[src/rtl/fifo_pkg.sv]
// ============================================================================
// Module   : fifo_pkg
// Purpose  : Shared payload type and output-buffer depth for the fifo family.
// Revision : 1.0 - initial release
// ============================================================================
`default_nettype none

package fifo_pkg;

  typedef logic [7:0] DATA_T;

  localparam int DEPTH = 3;

  // Buffer pointers step 0 -> 1 -> 2 -> 0.
  function automatic logic [1:0] next_ptr(input logic [1:0] ptr);
    return (ptr == 2'(DEPTH - 1)) ? 2'd0 : ptr + 2'd1;
  endfunction

endpackage

`default_nettype wire

[src/rtl/stream_buf.sv]
// ============================================================================
// Module   : stream_buf
// Purpose  : 3-entry circular register buffer with write-enable and dequeue.
// Revision : 1.0 - initial release
// ============================================================================
`default_nettype none

module stream_buf
  import fifo_pkg::*;
(
  input  logic       clk,
  input  logic       reset_n,
  input  logic       clear,
  input  logic       wr_en,
  input  DATA_T      wr_data,
  input  logic       deq,
  output logic [1:0] count,
  output DATA_T      rd_data
);

  DATA_T      r_mem [DEPTH];
  logic [1:0] r_head;
  logic [1:0] r_tail;
  logic [1:0] r_count;

  always_ff @(posedge clk or negedge reset_n) begin
    if (!reset_n) begin
      r_head  <= 2'd0;
      r_tail  <= 2'd0;
      r_count <= 2'd0;
      for (int i = 0; i < DEPTH; i++) r_mem[i] <= '0;
    end else if (clear) begin
      r_head  <= 2'd0;
      r_tail  <= 2'd0;
      r_count <= 2'd0;
    end else begin
      if (wr_en) begin
        r_mem[r_tail] <= wr_data;
        r_tail        <= next_ptr(r_tail);
      end
      if (deq) r_head <= next_ptr(r_head);
      r_count <= r_count + {1'b0, wr_en} - {1'b0, deq};
    end
  end

  assign count   = r_count;
  // Zero the payload when empty so stale entries never leak to the consumer.
  assign rd_data = (r_count != 2'd0) ? r_mem[r_head] : '0;

endmodule

`default_nettype wire

[src/rtl/fifo_stream_out.sv]
// ============================================================================
// Module   : fifo_stream_out
// Purpose  : Fifo read-side adapter: credit-based pops into a valid/ready stream.
// Revision : 1.0 - initial release
// ============================================================================
`default_nettype none

module fifo_stream_out
  import fifo_pkg::*;
(
  input  logic       clk,
  input  logic       reset_n,
  input  logic       flush,
  output logic       r_req,
  input  logic       r_stall,
  input  DATA_T      r_data,
  output logic       m_valid,
  input  logic       m_ready,
  output DATA_T      m_data,
  output logic [1:0] occupancy
);

  logic       r_inflight;
  logic       w_deq;
  logic       w_capture;
  logic [2:0] w_credit;

  // A slot is reserved for every pop in flight so the returning beat always fits.
  assign w_credit  = {1'b0, occupancy} + {2'b00, r_inflight};
  assign r_req     = reset_n && !flush && (w_credit < 3'(DEPTH));
  assign w_capture = r_inflight && !flush;
  assign m_valid   = (occupancy != 2'd0);
  assign w_deq     = m_valid && m_ready;

  always_ff @(posedge clk or negedge reset_n) begin
    if (!reset_n) r_inflight <= 1'b0;
    else          r_inflight <= r_req && !r_stall;
  end

  stream_buf u_buf (
    .clk     (clk),
    .reset_n (reset_n),
    .clear   (flush),
    .wr_en   (w_capture),
    .wr_data (r_data),
    .deq     (w_deq),
    .count   (occupancy),
    .rd_data (m_data)
  );

endmodule

`default_nettype wire

[config.mk]
export PLATFORM = sky130hd
export DESIGN_NAME = fifo_stream_out
export DESIGN_NICKNAME = d
export VERILOG_FILES = /design/src/rtl/fifo_pkg.sv /design/src/rtl/stream_buf.sv /design/src/rtl/fifo_stream_out.sv
export SDC_FILE = /design/constraint.sdc
export NUM_CORES = 1
export LEC_CHECK = 0
export CORE_ASPECT_RATIO = 0.5
export CORE_MARGIN = 1
export CORE_UTILIZATION = 52
export CTS_CLUSTER_DIAMETER = 200
export DETAILED_ROUTE_END_ITERATION = 16
export PLACE_DENSITY = 0.78
export SLEW_MARGIN = 10
export SYNTH_ARGS = -nofsm -noshare
export SYNTH_HDL_FRONTEND = slang
export SYNTH_SLANG_ARGS = --single-unit
[constraint.sdc]
create_clock -name clk -period 2.3 [get_ports clk]
set_clock_uncertainty 0.2 [all_clocks]
set_input_delay 0.23 -clock clk [delete_from_list [all_inputs] [get_ports clk]]
set_output_delay 0.23 -clock clk [all_outputs]
set_load 0.03 [all_outputs]
== Word level (Yosys, flattened, before mapping) ==
Index checks and enable logic that the tools add are counted.

* Logic and storage cells: 47
* Register bits: 31

* Mux-type cells: 14
* Reductions and logical operators: 12
* Equal/unequal tests: 2
* Bitwise gates (word level): 3
* $lt $le $gt $ge: 4
* Add/sub/neg operators: 5

{| class="wikitable"
|+ Operator list
! kind !! number
|-
| $mux W8 || 4
|-
| $bwmux W24 || 1
|-
| $bmux W8 S2 || 1
|-
| $demux W8 S2 || 1
|-
| $mux W2 || 7
|-
| $ge A3 B3 Y1 const B || 2
|-
| $logic_and A1 B1 Y1 || 6
|-
| $not A2 Y3 || 2
|-
| $reduce_bool A2 Y1 || 3
|-
| $add A2 B1 Y2 const B || 2
|-
| $eq A2 B2 Y1 const B || 2
|-
| $add A2 B1 Y3 || 1
|-
| $lt A3 B1 Y1 const B || 1
|-
| $lt A3 B2 Y1 const B || 1
|-
| $add A2 B1 Y2 || 1
|-
| $logic_not A1 Y1 || 2
|-
| $reduce_and A2 Y1 || 1
|-
| $sub A2 B1 Y2 || 1
|-
| $not A1 Y1 || 1
|}

== Logic depth before layout (Yosys ltp) ==
Gate-level depths: netlist of run 1.

* Depth after elaboration: 6
* Gate-level depth with buffers: 8
* Mapped depth without buffers: 8

== By module ==
Synthesis of run 1 repeated with hierarchy kept, for this count alone.

* Cells, all modules: 126
* Area total of the unflattened synthesis: 1570.3 sq um

{| class="wikitable"
|+ By module, submodules not included
! module !! cells each !! times used !! area an instance (sq um)
|-
| stream_buf || 116 || 1 || 1465.2
|-
| fifo_stream_out || 10 || 1 || 105.1
|}

== Worst setup path before layout of run 1 ==
No wires, ideal clock.

* Path type: flip-flop to flip-flop
* From: reg u_buf.r_count[0], in the netlist u_buf.count[0]
* To: reg r_inflight
* Path slack: -0.895 ns
* Arrival time: 2.917 ns
* Path buffers: 0
* Stages on the path, launching flop included: 5
* Period minus slack after synthesis: 3.195 ns
* Required time: 2.021 ns
* Cells stage by stage: dfrtp_1 -> ha_1 -> ha_1 -> a2111oi_0 -> nor2b_1

* Word-level cells in the longest chain between the ends: 4

{| class="wikitable"
|+ RTL lines
! item !! line !! text
|-
| from (decl) || stream_buf.sv:24 || <nowiki>logic [1:0] r_count;</nowiki>
|-
| from (signal assigned) || stream_buf.sv:42 || <nowiki>r_count <= r_count + {1'b0, wr_en} - {1'b0, deq};</nowiki>
|-
| $add A2 B1 Y3 || fifo_stream_out.sv:29 || <nowiki>assign w_credit = {1'b0, occupancy} + {2'b00, r_inflight};</nowiki>
|-
| $lt A3 B2 Y1 || fifo_stream_out.sv:30 || <nowiki>assign r_req = reset_n && !flush && (w_credit < 3'(DEPTH));</nowiki>
|-
| $logic_and A1 B1 Y1 || fifo_stream_out.sv:30 ||
|-
| net r_req || fifo_stream_out.sv:14 || <nowiki>output logic r_req,</nowiki>
|-
| $logic_and A1 B1 Y1 || fifo_stream_out.sv:37 || <nowiki>else r_inflight <= r_req && !r_stall;</nowiki>
|-
| to (signal assigned) || fifo_stream_out.sv:37 ||
|-
| to (decl) || fifo_stream_out.sv:23 || <nowiki>logic r_inflight;</nowiki>
|}

The timed path passes the listed nets, and every way through them passes these cells.
A chain may end at the register's enable or synchronous reset.

== Worst setup path in the final report of run 1 ==
* From: reg r_inflight
* To: out r_req

* Word-level cells in the longest chain between the ends: 3

{| class="wikitable"
|+ RTL lines
! item !! line
|-
| $add A2 B1 Y3 || fifo_stream_out.sv:29
|-
| $lt A3 B2 Y1 || fifo_stream_out.sv:30
|-
| $logic_and A1 B1 Y1 || fifo_stream_out.sv:30
|-
| to (decl) || fifo_stream_out.sv:14
|}

No other way between the ends.

==> results of run 1 <==
## report_power, final
part	switching [W]	internal, W	total [W]
Clock	0.000208	0.000350	0.000559
Combinational	0.000423	0.000355	0.000778
Sequential	0.0000852	0.000634	0.000719
## cells in the mapped netlist (2+ instances only)
master,instances
nand2b_1,8
nor2b_1,9
a21oi_1,3
nand2_1,2
clkbuf_1,4
ha_1,4
mux2_2,24
dfrtp_1,31
nor3b_4,2
mux2i_1,2
a211oi_1,14
inv_1,5
nor2_1,4
## state kept, by name, summed over array words and instances, names as in the netlist
name	cells
u_buf.count	2
u_buf.r_head	2
u_buf.r_mem	24
u_buf.r_tail	2
r_inflight	1
## metal layers
metal | global-route usage, % | routed length (µm) | up-vias
met5 | 0 | 0 | -
met4 | 6.82 | 25 | 0
met3 | 7.50 | 111 | 4
met2 | 36.9 | 1380 | 19
met1 | 27.8 | 1490 | 527
li1 | - | - | 521
## per-stage QoR
| step | utilization [%] | setup slack (ns) | power [W] | hold WS (ns) | area [µm²] |
|---|---|---|---|---|---|
| 5_1_grt | 75.3 | 0.0165 | 0.00217 | 0.264 | 2030 |
| 2_1_floorplan | - | 0.187 | 0.00121 | -0.266 | 1560 |
| 4_1_cts | 75.0 | 0.0373 | 0.00207 | 0.238 | 2030 |
| 6_report | 75.3 | 0.0767 | 0.00206 | 0.236 | 2030 |
| 3_5_place_dp | 71.0 | 0.127 | 0.00154 | 0.287 | 1920 |
| 3_3_place_gp | 71.0 | 0.155 | 0.00152 | 0.282 | 1920 |
## kinds of logic (layout without fill, tap and decap cells)
| group | count (synthesis) | in the layout | share of synthesized area [%] |
|---|---|---|---|
| AOI/OAI and AO/OA | 20 | 20 | 9.18 |
| muxes | 26 | 26 | 18.8 |
| adders and majority gates | 4 | 4 | 3.25 |
| DFF | 31 | 31 | 50.4 |
| buffers and inverters | 10 | 48 | 2.92 |
| and+or+nand+nor | 33 | 33 | 14.9 |
| xor gates and xnor gates | 1 | 1 | 0.569 |
## final timing paths
check / end / slack [ns] / cells after the start
max in group asynchronous: u_buf.r_head[0] / 1.36 / 2
max: r_req / 0.08 / 4
min in group clk: r_inflight / 0.29 / 2
min: u_buf.r_mem[7] / 0.24 / 2
max reg2reg: u_buf.count[1] / 0.22 / 9
min reg2reg: u_buf.r_mem[18] / 0.30 / 1
## cell usage in the layout (no fill, tap or decap)
cell,n
nor3_1,1
nor2b_1,9
mux2i_1,2
a21oi_1,3
ha_1,4
buf_12,2
nor3b_4,2
nor3_4,1
nor3b_1,1
clkbuf_8,6
inv_1,5
mux2_2,24
a2111oi_4,1
and2_1,1
a211oi_1,14
and2b_2,1
buf_4,10
or3_1,1
nand3_1,1
o21ai_0,1
bufinv_16,1
clkdlybuf4s50_1,15
dfrtp_2,1
dlygate4sd2_1,8
clkinv_2,1
nand2b_1,8
dfrtp_1,30
nand3b_1,1
nor2_1,4
o31ai_1,1
nand2_1,2
xor2_1,1
## cell type report
cell class,count,area share (%)
clock inverter,2,1.72
sequential,31,38.2
multi-input combinational,84,36.3
timing repair buffer,35,16.5
inverter,5,0.923
tap,37,2.28
clock buffer,6,4.06
## worst max-delay path, cell delays in order (launching register included)
cell and delay [ns]:
dfrtp_1 0.43, ha_1 0.20, ha_1 0.30, a2111oi_4 0.37
buf_4 0.22
## timing repair
item | 4_1_cts | 5_1_grt
gates cloned | 0 | 0
buffers inserted | 0 | 1
pin swaps | 0 | 0
resized for setup | 9 | 0
endpoints found under the setup margin | 8 | 1
==> impl_results.rst, run 1 <==
.. list-table::
   :header-rows: 1

   * - Metric
     - Value
   * - Result of the run
     - complete, no violations
   * - Count of buffers from port buffering
     - 24
   * - Post-Route WL
     - 3.01 mm
   * - Area of the core region
     - 0.00270 mm²
   * - Crit Path Max Fanout
     - 5
   * - Reg clk slew, reported paths
     - 0.07 ns
   * - Final nets
     - 179
   * - Worst Path Arrival
     - 1.79 ns
   * - Effective utilization at floorplan
     - 57.0%
   * - Number of synthesized register bits
     - 31
   * - Leakage power of the design
     - 0.945 nW
   * - Hold bufs inserted after CTS
     - 0
   * - Area added between synthesis and finish
     - 32.0%
   * - Total area of multi-input combinational cells
     - 738 µm²
   * - Period Utilization, post-route
     - 96.7%
   * - Area of the die
     - 0.00320 mm²
   * - IR drop worst, VDD
     - 0.613 mV
   * - Count of flip-flops with a built-in enable after synthesis
     - 0
   * - Unrepaired setup endpoints after global routing
     - no
   * - TritonCTS clock tree
     - yes
   * - Vias per inst
     - 5.36
   * - Routability congestion estimate from global placement
     - 0.743
   * - Die Height
     - 40.5 µm
   * - Number of clock sinks seen by CTS
     - 31
   * - Power density over the cells
     - 1010 mW/mm²
   * - Average wire length per cell after detail routing
     - 15.0 µm
   * - Post-synth top area share
     - 50.4%
   * - Number of antenna violations at the first check in global routing
     - 0
   * - Placed Cells
     - 191
   * - Largest net degree at the start of global routing
     - 32
   * - Die width
     - 79.0 µm
   * - Number of warnings printed during yosys synthesis
     - 0
   * - GRT overflow
     - 0
   * - Top flip-flop cell by instance count after synthesis
     - dfrtp_1
   * - CP Capture Type
     - output port
   * - Filler-free cell count of the finished design
     - 200
   * - Number of cells produced by synthesis
     - 125
   * - Global-route wire length before repair
     - 4.79 mm
   * - Final Max Tran Viols
     - 0
   * - Critical Path Start Type
     - flip-flop
   * - Insertion delay of the later-clocked pin in the worst-skew pair
     - 0.28 ns
   * - Drt initial violations
     - 34
   * - Area leader, netlist
     - dfrtp_1
   * - Maximum achievable frequency
     - 0.450 GHz
   * - Number of top-level pins
     - 25
   * - Area occupied by registers
     - 777 µm²
   * - Unique masters post-synth
     - 26
   * - Final setup fails
     - 0
   * - Share of synthesized flip-flops with an asynchronous set or reset
     - 100%
   * - Post-synthesis cell area
     - 0.00154 mm²
   * - Type of the most critical hold path
     - in2async
   * - Post-Syn Area per Cell
     - 12.3 µm²
   * - Post-synth net total
     - 142
   * - Filler cell count in the final layout
     - 191
   * - Max clock buf depth
     - 2
   * - Final ANT Viol Nets
     - 0
   * - Slew at the pin closest to its max-slew limit
     - 0.401 ns
   * - Fraction of final layout cells sized beyond drive strength 1
     - 30.7%
   * - Standard-cell row count
     - 13
   * - Worst setup path start
     - r_inflight
   * - Total CTS buffers
     - 5
   * - Worst Setup Path Type
     - reg2out
   * - Launch instance of the worst register-to-register path
     - u_buf.count[0]
   * - Diode insertion count for antenna repair
     - 0
   * - Sequential share of the synthesized area
     - 50.4%
   * - Vias in the first global route
     - 977
   * - Max-capacitance violation count
     - 0
   * - Detailed-router iteration count before antenna repair
     - 4
   * - Fin. Hold Viols
     - 0
   * - Post-Route Setup TNS
     - 0 ns
   * - Required time worst endpoint
     - 1.87 ns
   * - Global-route usage over all layers
     - 22.0%
   * - Sum of net half-perimeters after detailed placement
     - 2.06 mm
   * - Via count of the routed design
     - 1,071
   * - Relative slew margins
     - 73.3%
   * - Detailed-route DRC error count
     - 0
   * - Depth of the CTS H-tree
     - 2
   * - Synth top area cells
     - dfrtp_1, mux2_2, a211oi_1
   * - Final worst path period need
     - 2.22 ns
   * - Clock tree root buffer cell
     - clkbuf_8
Power figures use the tool's default switching activity.
==> run 2, diff against run 1 <==
--- a/config.mk
+++ b/config.mk
@@ -12,6 +12,8 @@
 export DETAILED_ROUTE_END_ITERATION = 16
 export PLACE_DENSITY = 0.78
+export SKIP_LAST_GASP = 1
 export SLEW_MARGIN = 10
 export SYNTH_ARGS = -nofsm -noshare
 export SYNTH_HDL_FRONTEND = slang
+export SYNTH_HIERARCHICAL = 1
 export SYNTH_SLANG_ARGS = --single-unit
==> constraint.sdc (replaced) <==
create_clock -name clk -period 2.3 [get_ports clk]
set_clock_uncertainty 0.2 [all_clocks]
set_input_delay 0.23 -clock clk [delete_from_list [all_inputs] [get_ports clk]]
set_output_delay 0.23 -clock clk [all_outputs]
set_load 0.005 [all_outputs]
==> impl_results.rst, run 2 <==
.. list-table::
   :header-rows: 1

   * - Metric
     - Value
   * - Global-route wire length before repair
     - 4.82 mm
   * - Top flip-flop cell by instance count after synthesis
     - dfrtp_1
   * - Area of the core region
     - 0.00273 mm²
   * - Final-layout worst hold slack
     - 0.255 ns
   * - Required time worst endpoint
     - 1.87 ns
   * - Post-Route WL
     - 3.16 mm
   * - Number of clock sinks seen by CTS
     - 31
   * - Count of buffers from port buffering
     - 24
   * - Result of the run
     - complete, no violations
   * - Number of antenna violations at the first check in global routing
     - 0
   * - Number of cells on the critical path
     - 5
   * - Most common library cell in the layout ignoring fill and taps
     - dfrtp_1
   * - Via count of the routed design
     - 1,103
   * - Number of cells produced by synthesis
     - 126
   * - CP Capture Type
     - output port
   * - Sum of net half-perimeters after detailed placement
     - 2.10 mm
   * - Power density over the cells
     - 832 mW/mm²
   * - Post-synthesis cell area
     - 0.00157 mm²
   * - Number of top-level pins
     - 25
   * - Hold bufs inserted after CTS
     - 0
   * - Final nets
     - 183
   * - Diode insertion count for antenna repair
     - 0
   * - Number of synthesized register bits
     - 31
   * - Max-capacitance violation count
     - 0
   * - Total CTS buffers
     - 5
   * - Unique masters post-synth
     - 26
   * - Vias in the first global route
     - 1,024
   * - Worst Setup Path Type
     - reg2out
   * - Slew at the pin closest to its max-slew limit
     - 0.389 ns
   * - Cell family with the largest share of critical-path delay
     - buffers and inverters
   * - Post-Route Setup TNS
     - 0 ns
   * - Fraction of final layout cells sized beyond drive strength 1
     - 32.9%
   * - Largest net degree at the start of global routing
     - 32
   * - Final worst path period need
     - 2.25 ns
   * - Count of flip-flops with a built-in enable after synthesis
     - 0
   * - Share of synthesized flip-flops with an asynchronous set or reset
     - 100%
   * - Area occupied by registers
     - 777 µm²
   * - Most common cell in the netlist
     - dfrtp_1
   * - Average wire length per cell after detail routing
     - 15.5 µm
   * - Area leader, netlist
     - dfrtp_1
   * - Relative slew margins
     - 74.1%
   * - Total power after layout
     - 0.00174 W
   * - Effective utilization at floorplan
     - 57.5%
   * - Cell repeated most along the worst path
     - a211oi_1
   * - Leakage power of the design
     - 1.03 nW
   * - Number of warnings printed during yosys synthesis
     - 6
   * - Post-synth net total
     - 143
   * - Final core occ
     - 76.4%
   * - Final Max Tran Viols
     - 0
   * - Fin. Hold Viols
     - 0
   * - Drt initial violations
     - 35
   * - Standard-cell row count
     - 13
   * - IR drop worst, VDD
     - 0.450 mV
   * - Worst Path Arrival
     - 1.82 ns
   * - Filler cell count in the final layout
     - 177
   * - Final ANT Viol Nets
     - 0
   * - Sequential share of the synthesized area
     - 49.4%
   * - Reg clk slew, reported paths
     - 0.07 ns
   * - Number of flip-flops under the largest register name
     - 24
   * - Synth top area cells
     - dfrtp_1, mux2_2, a211oi_1
   * - Number of cells on the worst reg-to-reg path
     - 9
   * - Worst path buffer plus inverter count
     - 2
   * - Commonest non-fill, non-tap cells in the layout
     - dfrtp_1, mux2_2, clkdlybuf4s50_1
   * - Post-synth top area share
     - 49.4%
   * - Die width
     - 79.7 µm
   * - Crit Path Max Fanout
     - 18
   * - Critical Path Start Type
     - flip-flop
   * - Insertion delay of the later-clocked pin in the worst-skew pair
     - 0.28 ns
   * - Maximum achievable frequency
     - 0.444 GHz
   * - TritonCTS clock tree
     - yes
   * - Post-Syn Area per Cell
     - 12.5 µm²
   * - Most flops, register
     - u_buf/r_mem
   * - Depth of the CTS H-tree
     - 2
   * - Post-route setup slack
     - 0.0478 ns
   * - Global-route usage over all layers
     - 21.4%
   * - Max clock buf depth
     - 2
   * - Period Utilization, post-route
     - 97.9%
   * - Cell with the biggest individual delay on the critical path
     - clkdlybuf4s50_1
   * - Final setup fails
     - 0
   * - Type of the most critical hold path
     - in2async
   * - Clock tree root buffer cell
     - clkbuf_8
   * - Delay of the slowest cell on the worst path
     - 0.53 ns
   * - Die Height
     - 40.9 µm
   * - Vias per inst
     - 5.41
   * - Area of the die
     - 0.00326 mm²
   * - Worst path cell trace
     - buf_4 > nor2b_1 > a211oi_1 > a211oi_1 > clkdlybuf4s50_1
   * - Top cells by instance count after synthesis
     - dfrtp_1, mux2_2, a211oi_1
   * - Total area of multi-input combinational cells
     - 771 µm²
   * - Worst setup slack after placement
     - 0.143 ns
   * - GRT overflow
     - 0
   * - Detailed-route DRC error count
     - 0
   * - Routability congestion estimate from global placement
     - 0.714
   * - Unrepaired setup endpoints after global routing
     - yes
   * - Detailed-router iteration count before antenna repair
     - 4
   * - Area added between synthesis and finish
     - 32.9%
-- run 2: worst paths after layout --
path | start | endpoint | slack (ns)
max in group asynchronous | reset_n | u_buf/r_head[0] | 1.34
worst min register to register | u_buf/r_mem[23] | u_buf/r_mem[23] | 0.30
worst max register to register | u_buf/count[0] | u_buf/count[1] | 0.16
worst max-delay path | u_buf/r_head[1] | m_data[6] | 0.05
worst min-delay path | reset_n | u_buf/r_mem[17] | 0.25
min in group clk | u_buf/r_mem[23] | u_buf/r_mem[23] | 0.30
-- run 2: repair_timing --
| item | CTS | global route |
|---|---|---|
| pin swaps | 0 | 1 |
| setup buffers | 0 | 3 |
| endpoints found under the setup margin | 3 | 8 |
| hold endpoints to repair | 0 | 0 |
| gates resized for setup | 3 | 6 |
-- run 2: final cells by class --
type	instances	share of cell area, %
clock buffer	6	3.96
timing repair buffer	37	17.4
multi-input combinational	88	36.9
clock inverter	2	1.68
tap	37	2.22
inverter	3	0.540
sequential	31	37.2
-- run 2: cells by family after synthesis --
group	count (synthesis)	share of synthesized area [%]
AND/OR/NAND/NOR	38	17.6
flip-flops	31	49.4
multiplexers	28	19.8
AO/OA/AOI/OAI	17	7.65
buffers and inverters	7	1.83
adder cells (fa/ha/maj)	4	3.19
XOR/XNOR	1	0.558
-- run 2: metal layers --
| layer | share of wire (%) | vias up | track usage, % |
|---|---|---|---|
| met2 | 50 | 22 | 36.1 |
| met4 | 0.66 | 0 | 9.55 |
| met3 | 3.6 | 4 | 5.33 |
| met1 | 46 | 549 | 27.4 |
| li1 | - | 528 | - |
| met5 | 0 | - | 0 |
-- run 2: per-stage QoR --
step | area, µm² | cells
after floorplan | 1570 | 126
after global placement | 1930 | 193
after detailed placement | 1930 | 193
after CTS | 2050 | 201
after global routing | 2090 | 204
final | 2090 | 204
-- run 2: power by group --
part	total (W)	internal (W)	leakage [nW]	switching (W)
combinational	0.000535	0.000314	0.553	0.000221
sequential	0.000654	0.000610	0.415	0.0000443
clock	0.000547	0.000350	0.0612	0.000197
total	0.00174	0.00127	1.03	0.000463
